## src/rtl/tmds_pkg.sv

```systemverilog
// Shared constants and helpers for the DVI TMDS encoder.
//   SymW        - width of one TMDS symbol
//   CntW        - width of the per-channel running-disparity counter
//   CtrlCodeXX  - control-period symbols for {c1,c0} = XX
//   ctrl_code() - control-period symbol for a {c1,c0} pair
//   popcount8() - number of ones in a byte
//   transition_min() - stage-1 transition-minimised word q_m[8:0]
package tmds_pkg;

  localparam int unsigned SymW = 10;
  localparam int unsigned CntW = 5;

  localparam logic [SymW-1:0] CtrlCode00 = 10'b1101010100;
  localparam logic [SymW-1:0] CtrlCode01 = 10'b0010101011;
  localparam logic [SymW-1:0] CtrlCode10 = 10'b0101010100;
  localparam logic [SymW-1:0] CtrlCode11 = 10'b1010101011;

  function automatic logic [SymW-1:0] ctrl_code(input logic [1:0] c);
    logic [SymW-1:0] sym;
    unique case (c)
      2'b00:   sym = CtrlCode00;
      2'b01:   sym = CtrlCode01;
      2'b10:   sym = CtrlCode10;
      default: sym = CtrlCode11;
    endcase
    return sym;
  endfunction

  function automatic logic [3:0] popcount8(input logic [7:0] v);
    logic [3:0] n;
    n = '0;
    for (int i = 0; i < 8; i++) begin
      n = n + {3'b000, v[i]};
    end
    return n;
  endfunction

  // XNOR chain when the byte is ones-heavy (ties broken by d[0]==0), XOR chain
  // otherwise; q_m[8] records which chain was used (1 = XOR).
  function automatic logic [8:0] transition_min(input logic [7:0] d);
    logic [3:0] n1;
    logic       use_xnor;
    logic [8:0] qm;
    n1       = popcount8(d);
    use_xnor = (n1 > 4'd4) || ((n1 == 4'd4) && !d[0]);
    qm[0]    = d[0];
    for (int i = 1; i < 8; i++) begin
      qm[i] = qm[i-1] ^ d[i] ^ use_xnor;
    end
    qm[8] = ~use_xnor;
    return qm;
  endfunction

endpackage

```

## src/rtl/tmds_encoder_if.sv

```systemverilog
// Pixel-in / symbol-out bundle of the TMDS encoder.
//   rgb   - {R[23:16],G[15:8],B[7:0]}, valid when de=1
//   hsync - horizontal sync, raw polarity
//   vsync - vertical sync, raw polarity
//   de    - 1 = active video, 0 = control period
//   tmds0/1/2 - blue/green/red 10-bit symbols, bit 0 transmitted first
// master: pixel source; slave: the encoder.
interface tmds_encoder_if;
  import tmds_pkg::*;

  logic [23:0]     rgb;
  logic            hsync;
  logic            vsync;
  logic            de;
  logic [SymW-1:0] tmds0;
  logic [SymW-1:0] tmds1;
  logic [SymW-1:0] tmds2;

  modport master (
    output rgb, hsync, vsync, de,
    input  tmds0, tmds1, tmds2
  );

  modport slave (
    input  rgb, hsync, vsync, de,
    output tmds0, tmds1, tmds2
  );

endinterface

```

## src/rtl/tmds_chan.sv

```systemverilog
// One TMDS 8b/10b channel, two pipeline stages.
//   clk - pixel clock
//   rst - asynchronous active-high reset
//   d   - data byte (used when de=1)
//   c   - {c1,c0} control bits (used when de=0)
//   de  - 1 = data symbol, 0 = control symbol
//   q   - registered 10-bit symbol, 2 clk after d/c/de
// Stage 1 registers q_m and its ones count; stage 2 applies DC balance using
// the channel's running disparity counter cnt_q.
module tmds_chan
  import tmds_pkg::*;
(
  input  logic            clk,
  input  logic            rst,
  input  logic [7:0]      d,
  input  logic [1:0]      c,
  input  logic            de,
  output logic [SymW-1:0] q
);

  // Stage 1
  logic [8:0] qm_d, qm_q;
  logic [3:0] n1_d, n1_q;
  logic       de_q;
  logic [1:0] c_q;

  always_comb begin
    qm_d = transition_min(d);
    n1_d = popcount8(qm_d[7:0]);
  end

  always_ff @(posedge clk or posedge rst) begin
    if (rst) begin
      qm_q <= '0;
      n1_q <= '0;
      de_q <= 1'b0;
      c_q  <= '0;
    end else begin
      qm_q <= qm_d;
      n1_q <= n1_d;
      de_q <= de;
      c_q  <= c;
    end
  end

  // Stage 2
  logic [CntW-1:0] cnt_d, cnt_q;
  logic [CntW-1:0] diff;  // N1 - N0, modulo 2^CntW
  logic [SymW-1:0] q_d;
  logic            cnt_zero, cnt_pos, cnt_neg;
  logic            n1_gt, n0_gt, bal;

  always_comb begin
    diff     = CntW'({n1_q, 1'b0}) - CntW'(8);
    cnt_zero = (cnt_q == '0);
    cnt_neg  = cnt_q[CntW-1];
    cnt_pos  = !cnt_neg && !cnt_zero;
    n1_gt    = (n1_q > 4'd4);
    n0_gt    = (n1_q < 4'd4);
    bal      = (n1_q == 4'd4);
    q_d      = ctrl_code(c_q);
    cnt_d    = '0;
    if (de_q) begin
      if (cnt_zero || bal) begin
        q_d   = {~qm_q[8], qm_q[8], (qm_q[8] ? qm_q[7:0] : ~qm_q[7:0])};
        cnt_d = qm_q[8] ? (cnt_q + diff) : (cnt_q - diff);
      end else if ((cnt_pos && n1_gt) || (cnt_neg && n0_gt)) begin
        q_d   = {1'b1, qm_q[8], ~qm_q[7:0]};
        cnt_d = cnt_q + (qm_q[8] ? CntW'(2) : '0) - diff;
      end else begin
        q_d   = {1'b0, qm_q[8], qm_q[7:0]};
        cnt_d = cnt_q - (qm_q[8] ? '0 : CntW'(2)) + diff;
      end
    end
  end

  always_ff @(posedge clk or posedge rst) begin
    if (rst) begin
      q     <= CtrlCode00;
      cnt_q <= '0;
    end else begin
      q     <= q_d;
      cnt_q <= cnt_d;
    end
  end

endmodule

```

## src/rtl/tmds_encoder.sv

```systemverilog
// DVI TMDS encoder: three tmds_chan instances fed from one pixel bus.
//   clk - pixel clock
//   rst - asynchronous active-high reset
//   bus - tmds_encoder_if slave: rgb/hsync/vsync/de in, tmds0/1/2 out
// Parameter SYNC_INV = 1 inverts hsync/vsync before control encoding.
// Latency is 2 clk for every channel, so symbols stay aligned.
module tmds_encoder
  import tmds_pkg::*;
#(
  parameter bit SYNC_INV = 1'b0
) (
  input  logic          clk,
  input  logic          rst,
  tmds_encoder_if.slave bus
);

  // Only the blue channel carries syncs in the control period.
  logic [1:0] ctrl0;
  assign ctrl0 = {bus.vsync ^ SYNC_INV, bus.hsync ^ SYNC_INV};

  tmds_chan u_chan0 (
    .clk (clk),
    .rst (rst),
    .d   (bus.rgb[7:0]),
    .c   (ctrl0),
    .de  (bus.de),
    .q   (bus.tmds0)
  );

  tmds_chan u_chan1 (
    .clk (clk),
    .rst (rst),
    .d   (bus.rgb[15:8]),
    .c   (2'b00),
    .de  (bus.de),
    .q   (bus.tmds1)
  );

  tmds_chan u_chan2 (
    .clk (clk),
    .rst (rst),
    .d   (bus.rgb[23:16]),
    .c   (2'b00),
    .de  (bus.de),
    .q   (bus.tmds2)
  );

endmodule

```

## src/flat_wrapper.sv

```systemverilog
// flat-port wrapper written by rule: the top's interface ports become plain ports
module tmds_encoder_flat import tmds_pkg::*;
#(
  parameter bit SYNC_INV = 1'b0
)
  (clk, rst, bus_rgb, bus_hsync, bus_vsync, bus_de, bus_tmds0, bus_tmds1, bus_tmds2);
  tmds_encoder_if bus_i ();
  input  logic clk;
  input  logic rst;
  input wire logic [$bits(bus_i.rgb)-1:0] bus_rgb;
  input wire logic [$bits(bus_i.hsync)-1:0] bus_hsync;
  input wire logic [$bits(bus_i.vsync)-1:0] bus_vsync;
  input wire logic [$bits(bus_i.de)-1:0] bus_de;
  output wire logic [$bits(bus_i.tmds0)-1:0] bus_tmds0;
  output wire logic [$bits(bus_i.tmds1)-1:0] bus_tmds1;
  output wire logic [$bits(bus_i.tmds2)-1:0] bus_tmds2;
  assign bus_i.rgb = bus_rgb;
  assign bus_i.hsync = bus_hsync;
  assign bus_i.vsync = bus_vsync;
  assign bus_i.de = bus_de;
  assign bus_tmds0 = bus_i.tmds0;
  assign bus_tmds1 = bus_i.tmds1;
  assign bus_tmds2 = bus_i.tmds2;
  tmds_encoder #(.SYNC_INV(SYNC_INV)) u_core (.clk(clk), .rst(rst), .bus(bus_i));
endmodule
```

## config.mk

```make
export PLATFORM = sky130hd
export DESIGN_NAME = tmds_encoder_flat
export DESIGN_NICKNAME = d
export VERILOG_FILES = /design/src/rtl/tmds_pkg.sv /design/src/rtl/tmds_encoder_if.sv /design/src/rtl/tmds_chan.sv /design/src/rtl/tmds_encoder.sv /design/src/flat_wrapper.sv
export SDC_FILE = /design/constraint.sdc
export NUM_CORES = 1
export LEC_CHECK = 0
export ABC_AREA = 1
export ABC_CLOCK_PERIOD_IN_PS = 2200
export BUFFER_PORTS_ARGS = -buffer_cell sky130_fd_sc_hd__buf_2
export CAP_MARGIN = 30
export CORE_UTILIZATION = 55
export DETAILED_ROUTE_END_ITERATION = 6
export PLACE_DENSITY_LB_ADDON = 0.3
export SLEW_MARGIN = 25
export SYNTH_ARGS = -nofsm -noshare
export SYNTH_HDL_FRONTEND = slang
export SYNTH_HIERARCHICAL = 1
export SYNTH_SLANG_ARGS = --single-unit
```

## constraint.sdc

```tcl
create_clock -name clk -period 2.2 [get_ports clk]
set_input_delay 0.11 -clock clk [delete_from_list [all_inputs] [get_ports clk]]
set_output_delay 0.11 -clock clk [all_outputs]
set_load 0.05 [all_outputs]
```

==> metrics <==
multiplexer share of the synthesized area=0; end of the critical path=u_core/u_chan0/n1_q[2]; share of layout cells above drive strength 1=0.420; Max Clock Freq=193 MHz; min Tclk post-route=5.19 ns; Crit. path cell count=25; Post-Synth XOR/XNOR Area=0.0490; Placement Cell Area=0.00832 mm²; cell mode on critical path=fa_1; mapped cell area=0.00690 mm²; final worst-path cycle share=2.36; Reg-to-Reg End=u_core/u_chan1/cnt_q[4]; drt total wl=20,400 µm; H-tree depth=3; critical path peak fanout=3; I/O pin cnt=59; Crit-path slowest cell=fa_1; vias in the first global route=6,168; antenna cell count=0; DR vias/cell=5.47; area of the multi-input gates=0.00464 mm²; initial DRC count=448; Die Wd=114 µm; vias after detailed routing=6,501; main combinational cell family by area after synthesis=adder cells; violated checks=setup timing; CP Data Required Time=2.45 ns; max-slew violations=0; nets=1,158; HPWL Detailed=11,000 µm; pre-CTS setup slack=-3.22 ns; starting density of the core=0.569; CP arrival=5.44 ns; row count=40; RSZ-0062 raised after global routing=true; crit path buf inv count=7; Final WS setup=-2.99 ns; Synth top area share=0.272; R2R cell count=11; adder-cell area share of the yosys netlist=0.246; worst-margin pin slew=0.769 ns; post-synthesis sequential area ratio=0.329; clk slew on worst S/H paths=0.07 ns; Layout area overhead=40.5%; cell count after synthesis=791; max_cap viols=0; Die Ht=114 µm; first-pass GRT wire length=27,800 µm; DRT Pass-1 Iters=5; Reg area=0.00227 mm²; Mean Syn Cell Area=8.72 µm²; r2r startpoint=u_core/u_chan1/n1_q[0]; status=finished, violations left; Layout fillers=686; Slew HR=0.487; core area=0.0121 mm²; post-synthesis register bit count=90; top post-synthesis cells by area=dfrtp_1 27%, ha_1 14%, fa_1 10%, nand2_1 8.3%, inv_1 7.9%; Clock Skews=0.00888 ns; post-route cell area=0.00969 mm²; All-Layer GR Usage=0.274; post-synthesis compound-gate area fraction=0.0764; CTS Buffer Depth=2; TritonCTS Sinks=90; routability cong.=0.843; Yosys Warn Count=6; die area=0.0130 mm²; routed len/inst=17.2 µm; total gr overflow=0; DRC viols=0; initial antenna violation count=0; Worst-Skew Late Latency=0.36 ns; Final Hold Fails=0; CTS tree=yes; Synth cell types=34; Num CTS Buffers=9; kind of critical path=in -> reg; port bufs=58; CP startpoint kind=input pin; crit end category=register; CTS root buf=clkbuf_16; final setup vio count=32; Crit. Startpoint=bus_rgb[3]; Post-Synth Simple-Gate Area=0.208; largest net degree at the start of global routing=31; Hold Crit Class=in -> reg; cell type with the largest total area after synthesis=dfrtp_1; flop2flop setup slack=-0.28 ns; Routed Antenna Nets=0; CP max stage delay=0.56 ns; delay-heaviest family, CP=adder cells
## worst register-to-register path, cell delays in order (launching register included)
cell,delay [ns]
dfrtp_1,0.41
inv_2,0.09
ha_1,0.31
nand2_1,0.13
o21ai_2,0.11
ha_1,0.29
a21o_1,0.17
a21oi_1,0.17
inv_1,0.09
o21ai_0,0.36
a21oi_1,0.12
nor3_2,0.16
## sequential cells by signal (all words and copies together) (netlist names)
| name | count |
|---|---|
| u_core/u_chan1/cnt_q | 4 |
| u_core/u_chan1/qm_q | 9 |
| u_core/u_chan0/qm_q | 9 |
| u_core/u_chan1/q | 10 |
| u_core/u_chan2/c_q | 2 |
| u_core/u_chan1/c_q | 2 |
| u_core/u_chan2/qm_q | 9 |
| u_core/u_chan2/cnt_q | 4 |
| u_core/u_chan0/q | 10 |
| u_core/u_chan0/n1_q | 4 |
| u_core/u_chan0/c_q | 2 |
| u_core/u_chan1/de_q | 1 |
| u_core/u_chan0/cnt_q | 4 |
| u_core/u_chan2/n1_q | 4 |
| u_core/u_chan0/de_q | 1 |
| u_core/u_chan2/de_q | 1 |
| u_core/u_chan1/n1_q | 4 |
| u_core/u_chan2/q | 10 |
## routing by layer
metal	vias up	global-route usage	part of all wire
met5	-	0	0
met4	0	0.131	0.060
met3	131	0.0383	0.059
met2	350	0.484	0.51
met1	3107	0.329	0.37
li1	2913	-	-
## worst min path at each step
stage / startpoint / to / slack, ns / cells past startpoint
after global placement: bus_hsync / u_core/u_chan0/c_q[0] / 0.22 / 1
after global routing: bus_rgb[16] / u_core/u_chan2/qm_q[0] / 0.01 / 2
final: bus_rgb[16] / u_core/u_chan2/qm_q[0] / 0.02 / 2
after CTS: bus_rgb[16] / u_core/u_chan2/qm_q[0] / 0.02 / 2
after detailed placement: bus_vsync / u_core/u_chan0/c_q[1] / 0.23 / 1
after floorplan: bus_hsync / u_core/u_chan0/c_q[0] / 0.14 / 0
## area by class of cell
class | instances | share of cell area
Tap cell | 168 | 0.0217
Multi-Input combinational cell | 543 | 0.479
Inverter | 155 | 0.0639
Timing Repair Buffer | 216 | 0.171
Clock inverter | 7 | 0.00736
Sequential cell | 90 | 0.234
Clock buffer | 9 | 0.0232
## Yosys cell counts
| cell | instances |
|---|---|
| a21oi_4 | 1 |
| o21ai_0 | 45 |
| nor3_2 | 2 |
| or2_1 | 2 |
| inv_2 | 9 |
| o21ai_1 | 5 |
| nand2_4 | 7 |
| a21o_1 | 3 |
| xor2_1 | 20 |
| conb_1 | 1 |
| o21ai_4 | 1 |
| dfrtp_1 | 75 |
| a211oi_1 | 4 |
| a21oi_1 | 16 |
| nand3_1 | 49 |
| nor2_1 | 39 |
| dfstp_2 | 15 |
| ha_1 | 78 |
| buf_2 | 3 |
| clkbuf_1 | 1 |
| xnor2_1 | 13 |
| xnor2_2 | 3 |
| o21ai_2 | 4 |
| nand2_1 | 152 |
| nor3_1 | 1 |
| buf_6 | 2 |
| o221ai_1 | 3 |
| o211ai_1 | 5 |
| nand3_2 | 15 |
| nand3b_1 | 2 |
| fa_1 | 36 |
| a31oi_1 | 2 |
| nand2_2 | 31 |
| inv_1 | 146 |
## cell families (layout without fill, tap and decap cells)
kind of cell,Yosys count,after routing
AO/OA/AOI/OAI,89,89
adder cells (fa/ha/maj),114,114
buffers and inverters,161,387
XOR/XNOR,36,36
other,1,4
flip-flops,90,90
AND/OR/NAND/NOR,300,300
## per-stage QoR
step                      TNS [ns]   util  hold slack, ns  instances
after CTS                   -44.43  0.765          0.0155       1170
final                       -49.90  0.800          0.0171       1188
after global routing        -53.41  0.800          0.0148       1188
after global placement      -55.60  0.687           0.223       1128
after floorplan             -45.70      -           0.141        794
after detailed placement    -58.89  0.687           0.225       1128
## repair_timing
| item | in CTS | in global routing |
|---|---|---|
| resized for setup | 100 | 80 |
| hold buffers | 6 | 0 |
| pin swaps | 34 | 35 |
| endpoints found under the hold margin | 71 | 0 |
| buffers inserted | 21 | 25 |
| setup endpoints to repair | 32 | 39 |
## layout by cell type, fill, tap and decap left out, types with 3 or more instances in the layout
master / netlist / routed
nand3_2: 15 / 21
dlygate4sd3_1: 0 / 6
xor2_2: 0 / 4
nand3_1: 49 / 36
ha_1: 78 / 63
a21o_1: 3 / 3
nand2_2: 31 / 33
a21oi_1: 16 / 15
buf_6: 2 / 31
inv_4: 0 / 4
nor2_1: 39 / 36
o21ai_0: 45 / 40
inv_2: 9 / 31
xor2_1: 20 / 13
nand2_4: 7 / 31
xnor2_2: 3 / 3
o21ai_2: 4 / 7
nand3_4: 0 / 7
o21ai_1: 5 / 7
ha_2: 0 / 3
fa_1: 36 / 22
dfstp_2: 15 / 15
a211oi_2: 0 / 3
o221ai_1: 3 / 3
xor2_4: 0 / 3
ha_4: 0 / 12
xnor2_1: 13 / 13
buf_2: 3 / 50
buf_4: 0 / 126
dfrtp_1: 75 / 75
inv_1: 146 / 117
o211ai_1: 5 / 5
conb_1: 1 / 4
fa_2: 0 / 14
nand2_1: 152 / 126
inv_8: 0 / 3
clkbuf_16: 0 / 9
clkinv_4: 0 / 3
Power is left out: the tool's default activity adds up to more than one toggle a clock period on the data nets, which glitch-free logic cannot reach.
